$ cat src/rtl/sync_fifo_ctrl.sv
// Single-clock FIFO with occupancy count, almost-full/almost-empty thresholds,
// overflow/underflow pulses and synchronous flush. Define FIFO_FWFT_EN for first-word-fall-through reads.
module sync_fifo_ctrl #(
    parameter int unsigned DATA_WIDTH = 8,
    parameter int unsigned DEPTH      = 16,
    parameter int unsigned AF_THRESH  = DEPTH - 2,
    parameter int unsigned AE_THRESH  = 2
) (
    input  logic                       clk,
    input  logic                       rst_n,
    input  logic                       wr_en,
    input  logic [DATA_WIDTH-1:0]      din,
    input  logic                       rd_en,
    input  logic                       flush,
    output logic [DATA_WIDTH-1:0]      dout,
    output logic                       full,
    output logic                       empty,
    output logic                       almost_full,
    output logic                       almost_empty,
    output logic [$clog2(DEPTH):0]     count,
    output logic                       overflow,
    output logic                       underflow
);

    localparam int unsigned AW = $clog2(DEPTH);
    localparam int unsigned CW = AW + 1;

    logic [DATA_WIDTH-1:0] mem [DEPTH];
    logic [AW-1:0]         wr_ptr;
    logic [AW-1:0]         rd_ptr;
    logic [AW-1:0]         wr_ptr_nxt;
    logic [AW-1:0]         rd_ptr_nxt;
    logic [CW-1:0]         count_nxt;
    logic                  rd_acc;
    logic                  wr_acc;
    logic                  ovf_nxt;
    logic                  unf_nxt;

    // Accept decisions; a read frees the slot a simultaneous write into a full FIFO needs.
    always_comb begin
        rd_acc     = 1'b0;
        wr_acc     = 1'b0;
        ovf_nxt    = 1'b0;
        unf_nxt    = 1'b0;
        wr_ptr_nxt = wr_ptr;
        rd_ptr_nxt = rd_ptr;
        count_nxt  = count;
        if (flush) begin
            wr_ptr_nxt = '0;
            rd_ptr_nxt = '0;
            count_nxt  = '0;
        end else begin
            rd_acc     = rd_en && !empty;
            wr_acc     = wr_en && (!full || rd_acc);
            ovf_nxt    = wr_en && !wr_acc;
            unf_nxt    = rd_en && !rd_acc;
            wr_ptr_nxt = wr_ptr + AW'(wr_acc);
            rd_ptr_nxt = rd_ptr + AW'(rd_acc);
            count_nxt  = count + CW'(wr_acc) - CW'(rd_acc);
        end
    end

    // Pointers, count and flags; flags derive from the next count so they move with it.
    always_ff @(posedge clk or negedge rst_n) begin
        if (!rst_n) begin
            wr_ptr       <= '0;
            rd_ptr       <= '0;
            count        <= '0;
            full         <= 1'b0;
            empty        <= 1'b1;
            almost_full  <= 1'b0;
            almost_empty <= 1'b1;
            overflow     <= 1'b0;
            underflow    <= 1'b0;
        end else begin
            wr_ptr       <= wr_ptr_nxt;
            rd_ptr       <= rd_ptr_nxt;
            count        <= count_nxt;
            full         <= (count_nxt == CW'(DEPTH));
            empty        <= (count_nxt == '0);
            almost_full  <= (count_nxt >= CW'(AF_THRESH));
            almost_empty <= (count_nxt <= CW'(AE_THRESH));
            overflow     <= ovf_nxt;
            underflow    <= unf_nxt;
        end
    end

    // Storage array is intentionally not reset.
    always_ff @(posedge clk) begin
        if (wr_acc) begin
            mem[wr_ptr] <= din;
        end
    end

`ifdef FIFO_FWFT_EN
    // Head word is presented directly; rd_en only pops.
    assign dout = mem[rd_ptr];
`else
    logic [DATA_WIDTH-1:0] dout_q;

    always_ff @(posedge clk or negedge rst_n) begin
        if (!rst_n) begin
            dout_q <= '0;
        end else if (rd_acc) begin
            dout_q <= mem[rd_ptr];
        end
    end

    assign dout = dout_q;
`endif

endmodule

$ cat config.mk
export PLATFORM = sky130hd
export DESIGN_NAME = sync_fifo_ctrl
export DESIGN_NICKNAME = d
export VERILOG_FILES = /design/src/rtl/sync_fifo_ctrl.sv
export SDC_FILE = /design/constraint.sdc
export NUM_CORES = 1
export LEC_CHECK = 0
export CAP_MARGIN = 0
export CORE_AREA = 2 2 121 123
export CTS_BUF_LIST = sky130_fd_sc_hd__clkbuf_8
export CTS_CLUSTER_DIAMETER = 150
export CTS_CLUSTER_SIZE = 8
export DETAILED_ROUTE_END_ITERATION = 7
export DIE_AREA = 0 0 123 125
export PLACE_DENSITY = 0.72
export SKIP_LAST_GASP = 1
export SLEW_MARGIN = 10
export SYNTH_ARGS = -nofsm -noshare
export SYNTH_HDL_FRONTEND = slang
export SYNTH_SLANG_ARGS = --single-unit
$ cat constraint.sdc
create_clock -name clk -period 3.11 [get_ports clk]
set_clock_uncertainty 0.2 [all_clocks]
set_input_delay 0.622 -clock clk [delete_from_list [all_inputs] [get_ports clk]]
set_output_delay 0.622 -clock clk [all_outputs]
set_load 0.01 [all_outputs]
### Yosys cells after proc, flatten, opt, wreduce, memory -nomap -nowiden

Memories as Yosys holds them, arrays and structs flattened. A register that Yosys moved wholly into a read port is not among the register bits.
Index checks and enable logic that the tools add are counted.

* bits in registers: 19
* bits in writable memories: 128
* input port bits: 13
* logic and storage cells: 37
* memories: 1

* add/subtract/negate cells: 4
* magnitude comparators: 2
* equality and inequality tests: 1
* mux-type cells: 9
* reductions and logical operators: 11

Memories
* mem: depth 16, width 8, read ports 1, clocked after Yosys merged registers in 1, wr ports 1, line 28 `logic [DATA_WIDTH-1:0] mem [DEPTH];`

Operator list (number)
* adder 4 x 1 -> 4 bit: 2
* two-way mux 4 bit: 2
* two-way mux 1 bit: 6
* adder 5 x 1 -> 5 bit: 1
* == test 5 bit, second input constant: 1
* greater-or-equal comparator 5 x 4 -> 1 bit, second input constant: 1
* <= comparator 5 x 2 -> 1 bit, second input constant: 1
* zero test 1 bit: 5
* zero test 5 bit: 1
* two-way mux 5 bit: 1
* subtractor 5 x 1 -> 5 bit: 1
* logical AND 1 bit: 4
* logical OR 1 bit: 1

### Longest topological paths before layout

Gate-level depths: netlist (run 1).

* depth in word-level cells: 8
* gate-level depth with buffers: 13
* mapped depth without buffers: 13

### Worst setup path after synthesis (run 1)

Ideal clock, no wire load.

* kind: input to register
* start point: in rd_en
* end point: reg almost_empty
* data arrival time: 2.654 ns
* data required time: 2.788 ns
* path slack: 0.134 ns
* cell stages on the path: 13
* cells stage by stage: nor2b_1 > nand2b_1 > nand2_1 > ha_1 > inv_1 > ha_1 > inv_1 > fa_1 > nor2b_1 > o21ai_0 > nand4b_1 > nand2_1 > a2111oi_0

* longest elaborated chain between the ends: 7

Ends and longest elaborated chain
* start: declaration: line 13 `input logic rd_en,`
* logical AND 1 bit (*): line 53 `rd_acc = rd_en && !empty;`
* logical OR 1 bit: line 54 `wr_acc = wr_en && (!full || rd_acc);`
* logical AND 1 bit: line 54
* adder 5 x 1 -> 5 bit: line 59 `count_nxt = count + CW'(wr_acc) - CW'(rd_acc);`
* subtractor 5 x 1 -> 5 bit (*): line 59
* two-way mux 5 bit (*): line 48 `if (flush) begin`
* via count_nxt[4]: line 33 `logic [CW-1:0] count_nxt;`
* <= comparator 5 x 2 -> 1 bit (*): line 82 `almost_empty <= (count_nxt <= CW'(AE_THRESH));`
* end signal: assignment: line 82
* end: declaration: line 19 `output logic almost_empty,`

Mark *: on every way through the listed nets, which the timed path passes. The rest lies on a longest branch.

### Worst setup path after layout (run 1)

* start point: reg empty
* end point: reg almost_full

* longest elaborated chain between the ends: 8

Ends and longest elaborated chain
* start: declaration: line 17 `output logic empty,`
* start signal: assignment: line 80 `empty <= (count_nxt == '0);`
* zero test 1 bit (*): line 53
* logical AND 1 bit (*): line 53
* logical OR 1 bit: line 54
* logical AND 1 bit: line 54
* adder 5 x 1 -> 5 bit: line 59
* subtractor 5 x 1 -> 5 bit (*): line 59
* two-way mux 5 bit (*): line 48
* via count_nxt[4]: line 33
* greater-or-equal comparator 5 x 4 -> 1 bit (*): line 81 `almost_full <= (count_nxt >= CW'(AF_THRESH));`
* end signal: assignment: line 81
* end: declaration: line 18 `output logic almost_full,`

Marks and branches as above.

==> results.cfg, run 1 <==
[status]
status = finished, final reports clean

[synthesis]
synth_seq_cells = 155
ys_top_cells_by_area = edfxtp_1, mux4_2, dfrtp_1
yosysTopAreaCell = edfxtp_1
synthMuxAreaShare = 0.131
synth_edf_count = 128
synthCells = 336
synthAdderAreaFrac = 0.0215
synth_commonest_cells = edfxtp_1, mux4_2, dfrtp_1
ys_types = 38
yosys_warnings = 0
synth_simple_gate_area_frac = 0.0452
synth_top_family_by_area = multiplexers
synth-compound-area-share = 0.0363
synth_top_flop_cell = edfxtp_1
syn_area_per_cell_um2 = 18.4
async_flop_share = 0.174
synth.top_cell.area_share = 0.623
synth_nets = 359
post-synth-top-count-cell = edfxtp_1
synth_area_mm2 = 0.00617
seq_area_frac_synth = 0.733
synth-xor-area-share = 0.00852

[timing]
fmax_mhz = 339
finalMaxSlewViolations = 0
timing.final.crit_share = 0.950
hold_viol_final = 0
fin_ws_ns = 0.156
setup-violations-final = 0
fin_crit_ns = 2.95
finalSetupTns_ns = 0
slew_headroom = 0.626
tightest_slew_ns = 0.559
rsz0062_at_grt = false

[drt]
drt_iter0_markers = 193
firstDrtPassIters = 4
wl_per_cell_um = 19.9
drc = 0
drt-total-wl_um = 11900
route.vias.total = 3184
ant_nets = 0
avgViaCountPerCell = 5.32

[placement]
dpl_cell_area_mm2 = 0.00687
place_hpwl_um = 7640
gp_congestion = 0.773
place_ws_ns = -0.649
portBuffers = 31

[power_and_ir_drop]
leakage_uw = 0.00251
netSwitchingPower_uw = 1420
peakVddDrop_uv = 485
p_total_uw = 5040
pwr-share-seq = 0.501
pwr-share-clk = 0.255
power.density_mw_per_mm2 = 693
swShare = 0.282
p_int_uw = 3620
p_comb_frac = 0.244

[clock_network]
clkLatencyLatePin_ns = 0.45
cts-root-buf = clkbuf_8
htree_levels = 4
cts_made_buffers = 17
cts_hold_buffers = 0
clk_path_buf_depth = 2
cts_tree = built
path_clk_slew_ns = 0.08
cts_sinks = 155

[worst_setup_path]
cp_max_fo = 4
cp.required_ns = 3.25
setup.worst_path.start_class = flip-flop
critPathKind = reg2reg
end_kind = flip-flop
crit_arrival_ns = 3.10
reg2regPathDepth = 14

[layout]
multi_input_area_mm2 = 0.00155
fin_util = 0.512
area_growth_pct = 17.9
nFillCells = 1152
final_area_mm2 = 0.00727
nets = 425
seqCellArea_mm2 = 0.00452
drive_above_1_share = 0.275
n_antenna_cell = 0

[floorplanning]
die_y_um = 125
ios = 32
row_count = 44
die_area_mm2 = 0.0154
die_w_um = 123
start_util = 0.434
core_area_mm2 = 0.0142

[job]
drv_cap = 0

[global_route]
grt_pass1_wl_um = 18300
grt_pass1_vias = 3339
grtUsageTotal = 0.166
grt_antenna_before_repair = 0
grt_max_degree = 37
overflow = 0

[hold_path]
whs_path_depth = 3
hold_class = in2reg
==> repair_timing <==
item	CTS	global route
hold endpoints to repair	0	0
pin swaps	1	2
buffers inserted	1	1
setup endpoints to repair	4	5
resized for setup	6	7
==> layout make-up <==
| cell class | count | share of cell area |
|---|---|---|
| clock buffer | 17 | 0.0322 |
| clock inverter | 15 | 0.0139 |
| inverter | 19 | 0.00981 |
| multi-input combinational | 146 | 0.213 |
| sequential | 155 | 0.622 |
| tap | 184 | 0.0317 |
| timing repair buffer | 63 | 0.0778 |
==> cell families (layout without fill, tap and decap cells) <==
| kind of cell | after synthesis | in the layout |
|---|---|---|
| muxes | 42 | 42 |
| buffers and inverters | 35 | 114 |
| and+or+nand+nor | 55 | 55 |
| xor gates and xnor gates | 6 | 6 |
| adders and majority gates | 10 | 10 |
| DFF | 155 | 155 |
| AOI/OAI and AO/OA | 33 | 33 |
==> cells in the final DEF (no fill, tap or decap), types with 9 or more instances in the layout <==
| cell type | n |
|---|---|
| a21oi_1 | 9 |
| buf_4 | 31 |
| clkbuf_8 | 17 |
| clkdlybuf4s50_1 | 30 |
| dfrtp_1 | 24 |
| edfxtp_1 | 128 |
| inv_1 | 19 |
| mux2_2 | 9 |
| mux4_2 | 30 |
| nor2_1 | 23 |
| o21ai_0 | 9 |
==> routing by layer <==
layer	vias to the layer above	global-route usage	wire [um]
li1	1439	-	-
met1	1652	0.219	5330
met2	77	0.261	5830
met3	16	0.0534	559
met4	0	0.0582	201
met5	-	0	0
==> worst max-delay path, stage by stage, from the launching register on <==
cell,delay [ns]
dfstp_2,0.59
nor2b_4,0.05
buf_4,0.12
buf_4,0.13
ha_1,0.28
inv_1,0.06
ha_2,0.17
inv_1,0.05
fa_2,0.35
nor2b_2,0.13
o21ai_1,0.09
nand4b_1,0.16
nand2_2,0.11
buf_4,0.15
a31o_2,0.21
==> stage by stage <==
step,hold WS (ns),std cells
after floorplan,0.126,336
after global placement,0.309,565
after detailed placement,0.313,565
after CTS,0.331,598
after global routing,0.240,599
final,0.262,599
==> path summary, 6_finish.rpt <==
| kind | startpoint | end | slack, ns |
|---|---|---|---|
| worst max-delay path | empty$_DFF_PN1_ | almost_full$_DFF_PN0_ | 0.16 |
| max in group asynchronous | rst_n | empty$_DFF_PN1_ | 2.07 |
| worst max register to register | empty$_DFF_PN1_ | almost_full$_DFF_PN0_ | 0.16 |
| min in group asynchronous | rst_n | almost_full$_DFF_PN0_ | 0.34 |
| worst min register to register | dout[6]$_DFFE_PN0P_ | dout[6]$_DFFE_PN0P_ | 0.33 |
| worst min-delay path | rd_en | underflow$_DFF_PN0_ | 0.26 |
==> power groups by stage <==
stage                     Clock [uW]  Sequential [uW]  Combinational [uW]
after global placement             0             2560                1080
after CTS                       1310             2520                1180
final                           1280             2520                1230
after global routing            1390             2540                1330
after floorplan                    0             2550                 646
after detailed placement           0             2560                1120
==> sequential cells by signal, summed over array words and instances (netlist names) <==
signal and count:
almost_empty 1, almost_full 1, count 5, wr_ptr 4, dout 8, empty 1
overflow 1, mem 128, rd_ptr 4, full 1, underflow 1
Note: power is estimated with default switching activity, not from simulation.
==> inputs of run 2 (changes only) <==
Settings changed: CAP_MARGIN 0 to not set, CORE_AREA 2 2 121 123 to 2 2 116 118, DIE_AREA 0 0 123 125 to 0 0 118 120, PLACE_DENSITY 0.72 to 0.77.
==> run 2 against run 1 <==
Effect of this change:
- global-route usage rose by 1.9 points
- sequential power barely moved
- utilization rose by 5.8 points
- count of clock-buffer cells in the layout rose by 2
- fmax rose by 2.7%
- sequential share of layout area fell by 1.1 points
- sequential cell count did not move
- largest cell class unchanged
- critical path type unchanged
- final cell count fell by 0.83%
- register-to-register slack improved by 0.08 ns
- total power rose by 6.6%
- clock power rose by 26%
==> results.cfg, run 2 (synthesized netlist as in run 1, its figures left out) <==
[status]
status = finished, final reports clean

[placement]
portBuffers = 31
place_hpwl_um = 7860
gp_congestion = 0.762
dpl_cell_area_mm2 = 0.00691
place_ws_ns = -0.611

[worst_setup_path]
end_kind = flip-flop
cp.required_ns = 3.24
crit_arrival_ns = 3.00
path_buf_inv = 3
cp_slowest_cell = dfstp_2
critPathKind = reg2reg
cp_slowest_stage_delay_ns = 0.59
crit_chain = nor2b_4 > nand2b_4 > nand2_1 > ha_1 > inv_1 > ha_2 > inv_1 > fa_2 > nor2b_4 > o21ai_2 > nand4b_1 > nand2_2 > buf_4 > a31o_2
cp_max_fo = 4
cpLargestDelayFamily = adder cells
setup.worst_path.start_class = flip-flop

[power_and_ir_drop]
power.density_mw_per_mm2 = 725
p_total_uw = 5370
leakage_uw = 0.00259
peakVddDrop_uv = 486

[floorplanning]
row_count = 42
die_y_um = 120
core_area_mm2 = 0.0130
die_w_um = 118
ios = 32
start_util = 0.475
die_area_mm2 = 0.0142

[hold_path]
hold_class = reg2reg

[layout]
multi_input_area_mm2 = 0.00156
area_growth_pct = 20.0
layout_common_cells = edfxtp_1, buf_4, mux4_2, clkdlybuf4s50_1, dfrtp_1
final_common_cell = edfxtp_1
nFillCells = 999
seqCellArea_mm2 = 0.00452
final_area_mm2 = 0.00740
drive_above_1_share = 0.282
regMostFlops = mem
largest_reg_flops = 128
nets = 428
n_antenna_cell = 0

[timing]
timing.final.crit_share = 0.925
fmax_mhz = 348
slew_headroom = 0.576
finalSetupTns_ns = 0
setup-violations-final = 0
rsz0062_at_grt = false
tightest_slew_ns = 0.634
hold_viol_final = 0
fin_ws_ns = 0.235
whs_ns = 0.320
fin_crit_ns = 2.88
finalMaxSlewViolations = 0

[clock_network]
path_clk_slew_ns = 0.08
cts_made_buffers = 17
clk_path_buf_depth = 2
cts_sinks = 155
htree_levels = 4
cts_hold_buffers = 0
cts-root-buf = clkbuf_8
clkLatencyLatePin_ns = 0.43
cts_tree = built

[drt]
drt-total-wl_um = 12300
avgViaCountPerCell = 5.44
drt_iter0_markers = 283
firstDrtPassIters = 5
wl_per_cell_um = 20.7
route.vias.total = 3232
drc = 0
ant_nets = 0

[global_route]
grt_use_met2 = 0.290
grt_pass1_wl_um = 19100
grt_use_met1 = 0.254
grt_pass1_vias = 3464
grt.busiest_layer = met2
grt_max_degree = 31
grt_util_met3 = 0.0428
overflow = 0
grtUsageTotal = 0.185
grt_antenna_before_repair = 0

[job]
drv_cap = 0
run 2: path summary, 6_finish.rpt:
kind,to,start,slack [ns],cells after the start
worst min register to register,dout[2]$_DFFE_PN0P_,dout[2]$_DFFE_PN0P_,0.32,1
worst min-delay path,dout[2]$_DFFE_PN0P_,dout[2]$_DFFE_PN0P_,0.32,1
worst max register to register,almost_full$_DFF_PN0_,empty$_DFF_PN1_,0.23,14
max in group asynchronous,almost_empty$_DFF_PN1_,rst_n,2.02,2
worst max-delay path,almost_full$_DFF_PN0_,empty$_DFF_PN1_,0.23,14
min in group asynchronous,underflow$_DFF_PN0_,rst_n,0.37,2
run 2: worst register-to-register path, stage by stage (launching register included):
cell      delay (ns)
dfstp_2         0.59
nor2b_4         0.05
nand2b_4        0.13
nand2_1         0.09
ha_1            0.23
inv_1           0.06
ha_2            0.16
inv_1           0.06
fa_2            0.38
nor2b_4         0.14
o21ai_2         0.07
nand4b_1        0.14
nand2_2         0.11
buf_4           0.15
a31o_2          0.20
run 2: area by class of cell:
class                           count  share of cell area
Clock buffer                       19              0.0353
Clock inverter                     13              0.0232
Inverter                           19             0.00963
Multi-Input combinational cell    146               0.210
Sequential cell                   155               0.611
Tap cell                          176              0.0297
Timing Repair Buffer               66              0.0811
run 2: what timing repair did:
action                                  4_1_cts  5_1_grt
endpoints found under the setup margin        1        5
gates cloned                                  0        0
setup buffers                                 0        0
gates resized for setup                       2       13
pin swaps                                     0        5
run 2: routing by layer:
metal / wire length, um / vias up / share of wire
li1: - / 1444 / -
met1: 5340 / 1665 / 0.43
met2: 5970 / 112 / 0.49
met3: 834 / 11 / 0.068
met4: 140 / 0 / 0.011
met5: 0 / - / 0
run 2: report_power, final:
part,switching (uW),leakage (uW),internal [uW],total [uW]
Clock,702,0.000222,908,1610
Sequential,123,0.00150,2390,2520
Combinational,558,0.000870,685,1240
run 2: metrics by stage:
step	cells	util
final	594	0.570
after global placement	562	0.532
after global routing	594	0.570
after detailed placement	562	0.532
after CTS	594	0.566
after floorplan	336	-
==> inputs of run 3 (changes only) <==
Settings changed: SLEW_MARGIN 10 to 5.
==> results of run 3 <==
The final DEF is identical to that of run 2; final timing and power are the same.
